`src/rtl/vga_rx_timing.sv`:
```
// rtl/vga_rx_timing.sv - video input timing recovery, format measurement and lock tracking
module vga_rx_timing #(
    parameter int H_ACT_EXP = 1280,
    parameter int V_ACT_EXP = 720,
    parameter int LOCK_FRM  = 2,
    parameter int TIMEOUT   = 2000000
) (
    input  logic        pix_clk,
    input  logic        reset_n,
    input  logic        vin_hs,
    input  logic        vin_vs,
    input  logic        vin_de,
    input  logic [23:0] vin_rgb,
    output logic        pix_valid,
    output logic [23:0] pix_data,
    output logic [11:0] pix_x,
    output logic [11:0] pix_y,
    output logic        pix_sof,
    output logic        pix_eol,
    output logic [11:0] meas_width,
    output logic [11:0] meas_height,
    output logic        locked,
    output logic        fmt_err
);

    localparam int              GW     = $clog2(LOCK_FRM + 1);
    localparam logic [11:0]     H_EXP  = 12'(H_ACT_EXP);
    localparam logic [11:0]     V_EXP  = 12'(V_ACT_EXP);
    localparam logic [23:0]     TO_LIM = 24'(TIMEOUT);
    localparam logic [GW-1:0]   LOCK_N = GW'(LOCK_FRM);

    typedef enum logic [1:0] {
        ST_SEARCH = 2'd0,
        ST_VERIFY = 2'd1,
        ST_LOCKED = 2'd2
    } state_t;

    state_t         state;
    state_t         state_nxt;
    logic [GW-1:0]  good_cnt;
    logic [GW-1:0]  good_nxt;
    logic           fmt_err_nxt;

    logic           s1_hs, s1_vs, s1_de;
    logic [23:0]    s1_rgb;
    logic           s2_hs, s2_vs, s2_de;
    logic [23:0]    s2_rgb;

    logic [11:0]    x_cnt;
    logic [11:0]    line_cnt;
    logic           width_bad;
    logic [23:0]    to_cnt;
    logic           sof_arm;

    logic           vs_fall, de_rise, de_fall;
    logic [11:0]    x_inc;
    logic [11:0]    line_cnt_eol;
    logic           width_bad_eol;
    logic           frame_good;
    logic           timeout;
    logic           valid_d;
    logic [GW-1:0]  good_inc;

    // hsync is carried through the sampling stages with the rest of the bus, but line timing comes from DE
    logic           unused_hs;
    assign unused_hs = s2_hs;

    // two input sampling stages; edges are detected between them
    always_ff @(posedge pix_clk or negedge reset_n) begin
        if (!reset_n) begin
            s1_hs  <= 1'b1;
            s1_vs  <= 1'b1;
            s1_de  <= 1'b0;
            s1_rgb <= '0;
            s2_hs  <= 1'b1;
            s2_vs  <= 1'b1;
            s2_de  <= 1'b0;
            s2_rgb <= '0;
        end else begin
            s1_hs  <= vin_hs;
            s1_vs  <= vin_vs;
            s1_de  <= vin_de;
            s1_rgb <= vin_rgb;
            s2_hs  <= s1_hs;
            s2_vs  <= s1_vs;
            s2_de  <= s1_de;
            s2_rgb <= s1_rgb;
        end
    end

    // edge detection and the line-end view of the counters (line end is folded in before any frame end)
    always_comb begin
        vs_fall       = s2_vs & ~s1_vs;
        de_rise       = ~s2_de & s1_de;
        de_fall       = s2_de & ~s1_de;
        x_inc         = (x_cnt == 12'hFFF) ? x_cnt : x_cnt + 12'd1;
        line_cnt_eol  = line_cnt;
        width_bad_eol = width_bad;
        if (de_fall) begin
            line_cnt_eol  = (line_cnt == 12'hFFF) ? line_cnt : line_cnt + 12'd1;
            width_bad_eol = width_bad | (x_inc != H_EXP);
        end
        frame_good = (line_cnt_eol == V_EXP) & ~width_bad_eol;
        timeout    = (to_cnt >= TO_LIM);
        valid_d    = s2_de & (state != ST_SEARCH);
        good_inc   = good_cnt + 1'b1;
    end

    // pixel/line counters, measurements, DE watchdog and start-of-frame arming
    always_ff @(posedge pix_clk or negedge reset_n) begin
        if (!reset_n) begin
            x_cnt       <= '0;
            line_cnt    <= '0;
            width_bad   <= 1'b0;
            meas_width  <= '0;
            meas_height <= '0;
            to_cnt      <= '0;
            sof_arm     <= 1'b0;
        end else begin
            if (de_rise) begin
                x_cnt <= '0;
            end else if (s2_de) begin
                x_cnt <= x_inc;
            end
            // x_cnt holds the index of the last pixel, so the line length is one more
            if (de_fall) begin
                meas_width <= x_inc;
            end
            if (vs_fall) begin
                meas_height <= line_cnt_eol;
                line_cnt    <= '0;
                width_bad   <= 1'b0;
            end else begin
                line_cnt    <= line_cnt_eol;
                width_bad   <= width_bad_eol;
            end
            if (de_rise) begin
                to_cnt <= '0;
            end else if (to_cnt != '1) begin
                to_cnt <= to_cnt + 24'd1;
            end
            // a pixel landing on the frame-end cycle belongs to the old frame, so arming wins
            if (vs_fall) begin
                sof_arm <= 1'b1;
            end else if (valid_d) begin
                sof_arm <= 1'b0;
            end
        end
    end

    // registered pixel outputs, zeroed whenever the pixel is not valid
    always_ff @(posedge pix_clk or negedge reset_n) begin
        if (!reset_n) begin
            pix_valid <= 1'b0;
            pix_data  <= '0;
            pix_x     <= '0;
            pix_y     <= '0;
            pix_sof   <= 1'b0;
            pix_eol   <= 1'b0;
        end else begin
            pix_valid <= valid_d;
            pix_data  <= valid_d ? s2_rgb : 24'd0;
            pix_x     <= valid_d ? x_cnt : 12'd0;
            pix_y     <= valid_d ? line_cnt : 12'd0;
            pix_sof   <= valid_d & sof_arm;
            pix_eol   <= valid_d & de_fall;
        end
    end

    // lock FSM state register, good-frame counter and the format error pulse
    always_ff @(posedge pix_clk or negedge reset_n) begin
        if (!reset_n) begin
            state    <= ST_SEARCH;
            good_cnt <= '0;
            fmt_err  <= 1'b0;
        end else begin
            state    <= state_nxt;
            good_cnt <= good_nxt;
            fmt_err  <= fmt_err_nxt;
        end
    end

    // lock FSM next state; loss of DE overrides any frame-end decision and is not a format error
    always_comb begin
        state_nxt   = state;
        good_nxt    = good_cnt;
        fmt_err_nxt = 1'b0;
        if (timeout) begin
            state_nxt = ST_SEARCH;
            good_nxt  = '0;
        end else if (vs_fall) begin
            case (state)
                ST_SEARCH: begin
                    state_nxt = ST_VERIFY;
                    good_nxt  = '0;
                end
                ST_VERIFY: begin
                    if (frame_good) begin
                        if (good_inc == LOCK_N) begin
                            state_nxt = ST_LOCKED;
                            good_nxt  = '0;
                        end else begin
                            good_nxt  = good_inc;
                        end
                    end else begin
                        good_nxt    = '0;
                        fmt_err_nxt = 1'b1;
                    end
                end
                ST_LOCKED: begin
                    if (!frame_good) begin
                        state_nxt   = ST_VERIFY;
                        good_nxt    = '0;
                        fmt_err_nxt = 1'b1;
                    end
                end
                default: begin
                    state_nxt = ST_SEARCH;
                    good_nxt  = '0;
                end
            endcase
        end
    end

    // lock FSM outputs
    always_comb begin
        locked = (state == ST_LOCKED);
    end

endmodule
```
`config.mk`:
```
export PLATFORM = sky130hd
export DESIGN_NAME = vga_rx_timing
export DESIGN_NICKNAME = d
export VERILOG_FILES = /design/src/rtl/vga_rx_timing.sv
export SDC_FILE = /design/constraint.sdc
export NUM_CORES = 1
export LEC_CHECK = 0
export BUFFER_PORTS_ARGS = -buffer_cell sky130_fd_sc_hd__buf_2
export CAP_MARGIN = 20
export CORE_MARGIN = 2
export CORE_UTILIZATION = 42
export DETAILED_ROUTE_END_ITERATION = 7
export GPL_TIMING_DRIVEN = 0
export PLACE_DENSITY = 0.62
export SYNTH_ARGS = -nofsm -noshare
export SYNTH_HDL_FRONTEND = slang
export SYNTH_SLANG_ARGS = --single-unit
```
`constraint.sdc`:
```
create_clock -name pix_clk -period 5.4 [get_ports pix_clk]
set_input_delay 0.81 -clock pix_clk [delete_from_list [all_inputs] [get_ports pix_clk]]
set_output_delay 0.81 -clock pix_clk [all_outputs]
set_load 0.1 [all_outputs]
```
==> impl_metrics.tcl <==
set metrics [dict create \
    synthesis.area_mm2 0.00705 \
    wl_per_cell_um 14.9 \
    fin_crit_sh 0.604 \
    ys_seq_area_frac 0.647 \
    p_int_mw 2.24 \
    cts.clk_slew.worst_paths_ns 0.07 \
    rsz0062_at_grt "no" \
    cp_cell_sequence "ha_1 > and3_4 > buf_6 > and3_4 > or3_1 > a221oi_2 > a31oi_1 > o31ai_1 > a21oi_2 > o221a_1" \
    power_density_mw_per_mm2 416 \
    cp.depth 10 \
    drt_first_iter_violations 284 \
    diodes 0 \
    cp-endpoint "state[1]" \
    ys_warn_count 0 \
    finalSetupViolCount 0 \
    drtPass1Iterations 5 \
    holdBufCountCts 0 \
    synthArstFlopShare 1.00 \
    crit_required_ns 5.71 \
    period_minus_slack_ns 3.26 \
    clkPwrFrac 0.339 \
    gp_congestion 0.900 \
    p_leak_nw 4.13 \
    hold_viol_final 0 \
    antenna_left 0 \
    initial_core_util 0.428 \
    power.total_mw 3.52 \
    placed_area_mm2 0.00788 \
    clock_latency_ns 0.44 \
    arrival_ns 3.58 \
    utilization 0.513 \
    r2r-start "x_cnt[0]" \
    hpwl_um 10000 \
    worst_slew_pin_slew_ns 0.871 \
    grt_antenna_before_repair 0 \
    grt-ovfl-total 0 \
    synth-seq-cells 182 \
    slew_headroom 0.417 \
    grt_pass1_vias 4824 \
    numClockSinks 182 \
    reg2regPathDepth 10 \
    critical_path_class "reg2reg" \
    grt_use_total 0.172 \
    layout-drive-gt1-share 0.210 \
    crit_start "x_cnt[0]" \
    drt-total-wl_um 14400 \
    worstSetupEndpointType "register" \
    status "complete, no violations" \
    finish.net_count 772 \
    crit_family "compound AO/OA/AOI/OAI gates" \
    r2r_slack_ns 2.14 \
    syn-num-nets 647 \
    netlist_instances 610 \
    seqPwrFrac 0.436 \
    cts_tree "done" \
    drv_slew 0 \
    start_kind "register" \
    stdcell_area_mm2 0.00845 \
    area_delta_synth_final_pct 20.0 \
    synth_edf_count 0 \
    io_buffers 104 \
    critPathSlowestCell "o31ai_1" \
    via_count 4851 \
    crit_path_frequent_cell "and3_4" \
    grt_start_max_net_pins 118 \
    n_fill_cell 1469 \
    finalClockSkew_ns 0.00755 \
    vias_per_cell 5.01 \
    hp-class "in2async" \
    die_h_um 134 \
    fin_setup_tns_ns 0 \
    crit_buf_inv 1 \
    rr_endpoint "state[1]" \
    grt_pass1_wl_um 24200 \
    cts-root-buf "clkbuf_16" \
    crit_path_max_incr_delay_ns 0.64 \
    maxCapViolCount 0 \
    rows 47 \
    pwr-share-comb 0.226 \
    cts_buffers 17 \
    htree_levels 4 \
    max_freq_mhz 307 \
    switchingPower_mw 1.28 \
    postCtsSetupBuffers 0 \
    dieArea_mm2 0.0178 \
    io_pins 106 \
    synth_ff_type "dfrtp_1" \
    cts_resized 0 \
    ir_drop_v 0.000247 \
    synth_area_per_cell_um2 11.6 \
    crit_fanout 7 \
    core_area_mm2 0.0165 \
    synth_cell_types 50 \
    swShare 0.364 \
    die_w_um 134 \
    drc 0 \
    clk_path_buf_depth 2 \
]
[worst min-delay path by stage]
stage,endpoint,cells after the start,slack [ns]
2_1_floorplan,s2_rgb[0],0,0.33
3_3_place_gp,s2_rgb[17],0,0.33
3_5_place_dp,s2_rgb[13],0,0.34
4_1_cts,pix_data[12],1,0.33
5_1_grt,pix_data[4],1,0.34
6_report,pix_data[12],1,0.31
[cell type report]
class                      instances  area [um^2]  area share
timing repair buffer             106          563      0.0666
multi-input combinational        387         2310       0.273
buffer                            28          131      0.0155
inverter                          13         48.8     0.00577
clock inverter                    13          128      0.0151
clock buffer                      19          443      0.0524
tap                              220          275      0.0326
sequential                       182         4560       0.539
[registers in the layout, summed over array words and instances, names as in the netlist, 24 cells and up]
name      count
pix_data     24
s1_rgb       24
s2_rgb       24
to_cnt       24
[layout by cell type, fill, tap and decap left out, drive strengths merged, types with 3 or more instances in the layout]
master | Yosys | final
nand2b | 7 | 7
a21oi | 15 | 15
inv | 13 | 23
nor2b | 3 | 3
nand4 | 17 | 17
o21ai | 28 | 28
a31oi | 12 | 12
nor3 | 11 | 11
buf | 9 | 114
and4 | 7 | 7
o31ai | 4 | 4
nor4 | 3 | 3
a211oi | 3 | 3
xor2 | 22 | 22
nand3 | 22 | 22
and2 | 48 | 48
clkbuf | 19 | 39
nand2 | 52 | 52
and3 | 10 | 10
mux2i | 8 | 8
nor2 | 67 | 67
xnor2 | 13 | 13
dfrtp | 180 | 180
ha | 8 | 8
[routing by layer]
metal / global-route usage / wire length (um) / share of wire
met5: 0 / 0 / 0
met1: 0.225 / 6260 / 0.44
met4: 0.0556 / 204 / 0.014
met2: 0.281 / 7220 / 0.50
met3: 0.0460 / 692 / 0.048
[cells in the mapped netlist (3+ instances only)]
library cell,count,share of area
inv_1,13,0.0069
and4_1,7,0.0087
a31oi_1,12,0.011
nand2b_1,7,0.0062
and3_1,8,0.0071
nand2_1,52,0.028
xnor2_1,13,0.016
mux2i_1,8,0.011
and2_1,47,0.042
a21oi_1,14,0.0099
clkbuf_1,19,0.010
nand4_1,17,0.015
dfrtp_1,180,0.64
nor2_1,67,0.036
buf_2,6,0.0043
xor2_1,22,0.027
nor4_1,3,0.0027
o31ai_1,4,0.0043
nor2b_1,3,0.0027
a211oi_1,3,0.0032
o21ai_0,28,0.020
nand3_1,22,0.016
ha_1,8,0.014
nor3_1,11,0.0078
[kinds of logic after synthesis]
group	share of synthesized area
AOI/OAI and AO/OA	0.0693
muxes	0.0114
and+or+nand+nor	0.189
adders and majority gates	0.0142
buffers and inverters	0.0256
DFF	0.647
xor gates and xnor gates	0.0435
[through the flow]
stage	std cells	hold slack (ns)	setup WS [ns]
after floorplan	610	0.331	2.64
after global placement	934	0.333	0.851
after detailed placement	935	0.336	2.19
after CTS	967	0.326	2.17
after global routing	968	0.340	2.00
final	968	0.312	2.14
[power groups by stage]
stage          sequential (mW)  combinational (mW)  clock (mW)
2_1_floorplan             1.97               0.201           0
3_3_place_gp              1.55               0.786           0
3_5_place_dp              1.56               0.801           0
4_1_cts                   1.53               0.803        1.22
5_1_grt                   1.54               0.843        1.29
6_report                  1.53               0.793        1.19
No activity file was read; power rests on OpenSTA's default activity.
